$ cat src/rtl/pipeline_pkg.sv
// rtl/pipeline_pkg.sv - shared types and constants for the pipeline hazard controller
package pipeline_pkg;

    typedef enum logic [1:0] {
        FWD_RF  = 2'b00,
        FWD_WB  = 2'b01,
        FWD_MEM = 2'b10
    } fwd_sel_t;

    typedef enum logic {
        IDLE = 1'b0,
        WAIT = 1'b1
    } mem_state_t;

    localparam logic [1:0] RESULT_SRC_LOAD = 2'b01;

endpackage

$ cat src/rtl/hazard_forward_sel.sv
// rtl/hazard_forward_sel.sv - per-operand forwarding select; Memory beats Writeback
module hazard_forward_sel
    import pipeline_pkg::*;
#(
    parameter int ADDRESS_WIDTH = 5
) (
    input  logic [ADDRESS_WIDTH-1:0] RsE,
    input  logic [ADDRESS_WIDTH-1:0] RdM,
    input  logic [ADDRESS_WIDTH-1:0] RdW,
    input  logic                     RegWriteM,
    input  logic                     RegWriteW,
    output fwd_sel_t                 Forward
);

    always_comb begin
        Forward = FWD_RF;
        if (RegWriteM && (RdM != '0) && (RdM == RsE))
            Forward = FWD_MEM;
        else if (RegWriteW && (RdW != '0) && (RdW == RsE))
            Forward = FWD_WB;
    end

endmodule

$ cat src/rtl/hazard_controller.sv
// rtl/hazard_controller.sv - stall/flush/forward control with bounded memory-wait freeze
// Optional performance counters enabled by HAZARD_PERF_EN.
module hazard_controller
    import pipeline_pkg::*;
#(
    parameter int ADDRESS_WIDTH = 5,
    parameter int MEM_TIMEOUT   = 16,
    parameter int CNT_WIDTH     = 32
) (
    input  logic                     CLK,
    input  logic                     CLR,
    input  logic [ADDRESS_WIDTH-1:0] Rs1D,
    input  logic [ADDRESS_WIDTH-1:0] Rs2D,
    input  logic [ADDRESS_WIDTH-1:0] Rs1E,
    input  logic [ADDRESS_WIDTH-1:0] Rs2E,
    input  logic [ADDRESS_WIDTH-1:0] RdE,
    input  logic [ADDRESS_WIDTH-1:0] RdM,
    input  logic [ADDRESS_WIDTH-1:0] RdW,
    input  logic                     RegWriteM,
    input  logic                     RegWriteW,
    input  logic [1:0]               ResultSrcE,
    input  logic                     PCSrcE,
    input  logic                     MemReqM,
    input  logic                     MemReadyM,
    output logic [1:0]               ForwardAE,
    output logic [1:0]               ForwardBE,
    output logic                     StallF,
    output logic                     StallD,
    output logic                     StallE,
    output logic                     StallM,
    output logic                     StallW,
    output logic                     FlushD,
    output logic                     FlushE,
`ifdef HAZARD_PERF_EN
    output logic [CNT_WIDTH-1:0]     LoadStallCnt,
    output logic [CNT_WIDTH-1:0]     FlushCnt,
    output logic [CNT_WIDTH-1:0]     MemWaitCnt,
`endif
    output logic                     MemErr
);

    localparam int              TW          = $clog2(MEM_TIMEOUT + 1);
    localparam logic [TW-1:0]   TIMEOUT_VAL = TW'(MEM_TIMEOUT);

    if (MEM_TIMEOUT < 1 || CNT_WIDTH < 1) begin : g_param_check
        $error("hazard_controller: MEM_TIMEOUT and CNT_WIDTH must be >= 1");
    end

    fwd_sel_t   fwd_a, fwd_b;
    mem_state_t state_q, state_d;
    logic [TW-1:0] wait_cnt_q, wait_cnt_d;
    logic       err_d;
    logic       freeze;
    logic       lw_stall;

    hazard_forward_sel #(.ADDRESS_WIDTH(ADDRESS_WIDTH)) u_fwd_a (
        .RsE(Rs1E), .RdM(RdM), .RdW(RdW),
        .RegWriteM(RegWriteM), .RegWriteW(RegWriteW), .Forward(fwd_a)
    );

    hazard_forward_sel #(.ADDRESS_WIDTH(ADDRESS_WIDTH)) u_fwd_b (
        .RsE(Rs2E), .RdM(RdM), .RdW(RdW),
        .RegWriteM(RegWriteM), .RegWriteW(RegWriteW), .Forward(fwd_b)
    );

    assign ForwardAE = fwd_a;
    assign ForwardBE = fwd_b;

    assign lw_stall = (ResultSrcE == RESULT_SRC_LOAD) && (RdE != '0) &&
                      ((RdE == Rs1D) || (RdE == Rs2D));

    always_ff @(posedge CLK or posedge CLR) begin
        if (CLR) begin
            state_q    <= IDLE;
            wait_cnt_q <= '0;
            MemErr     <= 1'b0;
        end else begin
            state_q    <= state_d;
            wait_cnt_q <= wait_cnt_d;
            MemErr     <= err_d;
        end
    end

    // Timeout exit releases the freeze in the same cycle the counter hits the limit.
    always_comb begin
        state_d    = state_q;
        wait_cnt_d = wait_cnt_q;
        err_d      = MemErr;
        freeze     = 1'b0;
        case (state_q)
            IDLE: begin
                if (MemReqM && !MemReadyM) begin
                    freeze     = 1'b1;
                    state_d    = WAIT;
                    wait_cnt_d = '0;
                end
            end
            WAIT: begin
                if (MemReadyM) begin
                    state_d = IDLE;
                end else if (wait_cnt_q < TIMEOUT_VAL) begin
                    freeze     = 1'b1;
                    wait_cnt_d = wait_cnt_q + 1'b1;
                end else begin
                    state_d = IDLE;
                    err_d   = 1'b1;
                end
            end
            default: state_d = IDLE;
        endcase
    end

    always_comb begin
        StallF = 1'b0;
        StallD = 1'b0;
        StallE = 1'b0;
        StallM = 1'b0;
        StallW = 1'b0;
        FlushD = 1'b0;
        FlushE = 1'b0;
        if (freeze) begin
            StallF = 1'b1;
            StallD = 1'b1;
            StallE = 1'b1;
            StallM = 1'b1;
            StallW = 1'b1;
        end else begin
            StallF = lw_stall;
            StallD = lw_stall;
            FlushD = PCSrcE;
            FlushE = lw_stall | PCSrcE;
        end
    end

`ifdef HAZARD_PERF_EN
    always_ff @(posedge CLK or posedge CLR) begin
        if (CLR) begin
            LoadStallCnt <= '0;
            FlushCnt     <= '0;
            MemWaitCnt   <= '0;
        end else begin
            if (!freeze && lw_stall) LoadStallCnt <= LoadStallCnt + 1'b1;
            if (!freeze && PCSrcE)   FlushCnt     <= FlushCnt + 1'b1;
            if (freeze)              MemWaitCnt   <= MemWaitCnt + 1'b1;
        end
    end
`endif

endmodule
$ cat config.mk
export PLATFORM = sky130hd
export DESIGN_NAME = hazard_controller
export DESIGN_NICKNAME = d
export VERILOG_FILES = /design/src/rtl/pipeline_pkg.sv /design/src/rtl/hazard_forward_sel.sv /design/src/rtl/hazard_controller.sv
export SDC_FILE = /design/constraint.sdc
export NUM_CORES = 1
export LEC_CHECK = 0
export CAP_MARGIN = 25
export CELL_PAD_IN_SITES_DETAIL_PLACEMENT = 1
export CELL_PAD_IN_SITES_GLOBAL_PLACEMENT = 2
export CORE_MARGIN = 2
export CORE_UTILIZATION = 19
export CTS_CLUSTER_SIZE = 30
export DETAILED_ROUTE_END_ITERATION = 16
export PLACE_DENSITY = 0.93
export SLEW_MARGIN = 20
export SYNTH_ARGS = -nofsm -noshare
export SYNTH_HDL_FRONTEND = slang
export SYNTH_SLANG_ARGS = --single-unit
$ cat constraint.sdc
create_clock -name CLK -period 2.91 [get_ports CLK]
set_input_delay 0.4365 -clock CLK [delete_from_list [all_inputs] [get_ports CLK]]
set_output_delay 0.4365 -clock CLK [all_outputs]
set_load 0.005 [all_outputs]
== Word level (Yosys, flattened, before mapping) ==
Index checks and enable logic that the tools add are counted.
Word-level totals
  flip-flop bits (word level): 7
  input bits: 44
Cells by class
  bitwise logic cells: 4
  reduce and logical (&&, ||, !) cells: 16
  muxes and demuxes: 16
  equal/unequal tests: 10
  $add $sub $neg: 1
  $lt $le $gt $ge: 1
Operator list (count)
  5-bit == test: 6
  5-bit 2-to-1 mux: 3
  5-bit nonzero test: 3
  5-bit one-hot mux with 2 select lines: 1
  1-bit logical AND: 9
  1-bit 2-to-1 mux: 9
  3-bit AND reduction: 2
  5-bit by 1-bit adder with 5-bit output, second input constant: 1
  5-bit less-than comparator, second input constant: 1
  2-bit 2-to-1 mux: 2
  2-bit != test, second input constant: 2
  1-bit NOT: 3
  2-bit by 1-bit == test with 1-bit output, second input constant: 1
  2-bit by 1-bit != test with 1-bit output, second input constant: 1
  1-bit one-hot mux with 2 select lines: 1
  1-bit logical NOT: 1
  1-bit logical OR: 1
  1-bit OR: 1

== Longest topological paths before layout ==
  word-level depth: 5
  gate-level depth with buffers: 6
  depth with buffers taken out: 5

== Hierarchy ==
From an unflattened synthesis, not the netlist that was laid out.
Second synthesis, totals
  cell total of the unflattened synthesis: 101
  area total of the unflattened synthesis: 863.3 um2
By module, submodules not included
  hazard_controller: area an instance 560.5 um2, cells an instance 61, instances 1
  hazard_forward_sel: area an instance 151.4 um2, cells an instance 20, instances 2

== Least setup slack after synthesis ==
Ideal clock, no wire load.
  kind: in2out
  from: input port RdE[2]
  to: output port StallF
  arrival time: 1484 ps
  stages on the path: 5
  buffers on the path: 1
  data required time: 2474 ps
  slack: 989 ps
  cell sequence: xor2_1 nor3_1 a22oi_1 o41ai_1 buf_4
On the way
  cells in the longest elaborated chain, start to end: 4
RTL lines
  start, declared: line hazard_controller.sv:16  | input logic [ADDRESS_WIDTH-1:0] RdE,
  5-bit == test / 5-bit nonzero test (equally long branches): line hazard_controller.sv:70, hazard_controller.sv:69
  1-bit logical OR / 1-bit logical AND (equally long branches): line hazard_controller.sv:70, hazard_controller.sv:69
  1-bit logical AND *: line hazard_controller.sv:69  | assign lw_stall = (ResultSrcE == RESULT_SRC_LOAD) && (RdE != '0) &&
  1-bit 2-to-1 mux *
  end, declared: line hazard_controller.sv:27  | output logic StallF,
Mark *: on every way between the ends. The rest lies on a longest branch, timed or not.

== Worst setup path in the final report ==
  from: input port RdM[4]
  to: output port ForwardBE[1]
On the way
  cells in the longest elaborated chain, start to end: 4
RTL lines
  start, declared: line hazard_controller.sv:17  | input logic [ADDRESS_WIDTH-1:0] RdM,
  5-bit nonzero test: line hazard_forward_sel.sv:17  | if (RegWriteM && (RdM != '0) && (RdM == RsE))
  1-bit logical AND: line hazard_forward_sel.sv:17
  1-bit logical AND *: line hazard_forward_sel.sv:17
  2-bit 2-to-1 mux *: line hazard_forward_sel.sv:17
  end, declared: line hazard_controller.sv:26  | output logic [1:0] ForwardBE,
Marked as above.

==> reports/qor.txt <==
status: finished clean
average instance area after synthesis: 8.60 um2
slowest library cell on the worst path: sky130_fd_sc_hd__clkdlybuf4s50_1
hold violation count in the final report: 0
count of cells along the worst register-to-register path: 4
cell mode on critical path: sky130_fd_sc_hd__clkdlybuf4s50_1
routed via count divided by cell count: 4.53
worst slew pin tran: 0.522 ns
maximum number of pins on one net before global-route repair: 10
Final Wtd Congestion: 0.787
period utilization: 97.6%
area after detailed placement: 0.00144 mm2
pwr dens: 296 mW/mm2
Worst Setup End Kind: output port
CP top delay family: buffers and inverters
required time of the critical path: 2.47 ns
Post-Syn Instances: 93
ordered cell list for the critical path: clkdlybuf4s50_1 > buf_4 > xnor2_1 > nand3_1 > nor4_1 > clkdlybuf4s50_1
Area growth syn-to-layout: 90.0%
total of buffers placed on input and output ports: 55
cell row count: 23
number of CTS-inserted buffers: 3
worst supply voltage drop on vdd: 0.0000985 V
initial antenna violation count: 0
TritonCTS clock tree: done
register-to-register path setup slack: 1.56 ns
detailed-route DRC error count: 0
CTS H-tree lvls: 1
count of fill cells added during filler insertion: 468
1st-iter DRT viols: 32
Final ANT Viol Nets: 0
num ports: 56
Non-Filler Cell Area, Final: 0.00152 mm2
CP Launch Type: input pin
total number of nets in the final design: 202
Yosys Warn Count: 0
CTS Hold Buffers Added: 0
buffer depth of the longest clock path: 2
Initial DRT Pass Iterations: 4
maximum single-stage delay on the critical path: 0.61 ns
effective utilization at floorplan: 19.8%
wire length per cell: 15.2 um
unrepaired setup endpoints after global routing: no
vias post-DR: 934
crit path DAT: 2.40 ns
worst setup path startpoint: RdM[4]
minimum period implied by the final worst setup slack: 2.84 ns
number of endpoints failing setup at the final stage: 0
max-cap viol count: 0
min setup slack post-route: 0.0704 ns
total area of multi-input combinational cells: 608 um2
width of the chip: 68.9 um
Post-Syn Nets: 138
end of the worst register-to-register path: wait_cnt_q[3]$_DFFE_PP0P_
source-to-sink clock delay at the later pin of the worst-skew pair: 0.23 ns
synthesized flop and latch total: 7
clock-pin transition on the worst setup and hold timing paths: 0.04 ns
CTS Root Buffer Type: sky130_fd_sc_hd__clkbuf_8
total design power: 0.449 mW
fraction of the yosys area taken by sequential cells: 21.9%
routed wire length: 3130 um
area enclosed by the die boundary: 0.00474 mm2
global-route wire length before repair: 4450 um
instance count on the critical path: 6
RR Startpoint: state_q$_DFF_PP0_
Antenna Diode Count: 0
Pins Over Slew Limit: 0
Setup CP Type: input pin to output port
cell area after synthesis: 800 um2
slew margin rel.: 64.8%
HPWL after detailed placement: 2570 um
height of the chip: 68.9 um
fraction of final layout cells sized beyond drive strength 1: 12.8%
Final Skew: 0.000987 ns
Buf/Inv on CP: 3
leakage power of the design: 0.636 nW
via count of the first global-routing pass: 1027
highest clock rate: 352 MHz
grt total ovfl: 0
number of sinks on the clock net: 7
combined global-route utilization of all metal layers: 12.7%
Distinct cells, synth: 29
post-placement worst setup slack: -0.0628 ns
area of the core region: 0.00403 mm2
min-delay worst type: input pin to async pin
CP Max Fanout: 2
Storage cell area: 175 um2
end of the critical path: ForwardBE[1]
==> timing repair <==
action	CTS	global route
buffers inserted	0	1
resized for setup	4	4
setup endpoints to repair	4	3
==> cell usage after synthesis (all sizes together) <==
master / count / area [um2]
nand2b: 2 / 12.5
mux2: 1 / 11.3
a211oi: 1 / 7.51
dfrtp: 7 / 175
ha: 1 / 12.5
a22o: 3 / 26.3
o21bai: 1 / 7.51
nand2: 3 / 11.3
a31o: 1 / 8.76
or4: 6 / 45.0
nor2: 7 / 26.3
o21ai: 5 / 28.8
a21o: 1 / 8.76
buf: 4 / 27.5
o41ai: 1 / 8.76
xnor2: 7 / 61.3
nor4: 4 / 37.5
a41oi: 1 / 8.76
a22oi: 1 / 7.51
nor3: 2 / 10.0
and2: 1 / 6.26
a21oi: 2 / 10.0
xor2: 24 / 210
inv: 4 / 15.0
nand3: 3 / 15.0
==> state kept, by name, summed over array words and instances, names as in the netlist <==
name        cells
state_q         1
MemErr          1
wait_cnt_q      5
==> layout by cell type, fill, tap and decap left out, drive strengths merged, types with 3 or more instances in the layout <==
cell type      instances
inv                    4
xnor2                  7
o21ai                  5
dfrtp                  7
clkdlybuf4s50         51
a22o                   3
clkbuf                 4
buf                    8
nand2                  3
nand3                  3
xor2                  24
or4                    6
nor4                   4
nor2                   7
==> report_power, final <==
part           switching (mW)  internal (mW)  total, mW
registers              0.0130          0.107      0.120
clock network          0.0470         0.0952      0.142
logic                  0.0739          0.113      0.187
total                   0.134          0.316      0.449
==> kinds of logic (layout without fill, tap and decap cells) <==
logic type | count (synthesis) | count (layout) | synth area share (%)
XOR/XNOR | 31 | 31 | 34.0
adder cells (fa/ha/maj) | 1 | 1 | 1.56
AND/OR/NAND/NOR | 28 | 28 | 20.5
flip-flops | 7 | 7 | 21.9
AO/OA/AOI/OAI | 17 | 17 | 15.3
multiplexers | 1 | 1 | 1.41
buffers and inverters | 8 | 71 | 5.32
==> layout make-up <==
cell class | count | share of cell area [%]
clock buffer | 4 | 2.97
sequential | 7 | 11.5
tap | 50 | 4.12
multi-input combinational | 78 | 40.0
timing repair buffer | 63 | 40.4
inverter | 4 | 0.988
==> worst min-delay path by stage <==
stage          slack [ns]            endpoint                from  cells after the start
2_1_floorplan        0.24  MemErr$_DFFE_PP0P_                 CLR                      1
3_3_place_gp         0.45  MemErr$_DFFE_PP0P_  MemErr$_DFFE_PP0P_                      1
3_5_place_dp         0.46  MemErr$_DFFE_PP0P_  MemErr$_DFFE_PP0P_                      1
4_1_cts              0.45  MemErr$_DFFE_PP0P_                 CLR                      2
5_1_grt              0.48  MemErr$_DFFE_PP0P_                 CLR                      2
6_report             0.44  MemErr$_DFFE_PP0P_                 CLR                      2
==> per-stage QoR <==
step	instances	setup TNS [ns]	hold WS, ns	util (%)
finish	206	0	0.444	37.7
floorplan	93	0	0.240	-
global placement	201	-0.00734	0.451	35.7
detailed placement	201	-0.207	0.463	35.7
CTS	205	0	0.453	37.0
global route	206	0	0.476	37.7
==> layer usage <==
metal / GRT usage (%) / up-vias / share of wire [%]
met3: 1.79 / 7 / 5.6
met5: 0 / - / 0
met1: 12.8 / 434 / 36
li1: - / 454 / -
met4: 5.64 / 0 / 2.6
met2: 25.5 / 39 / 56
Power figures use the tool's default switching activity.
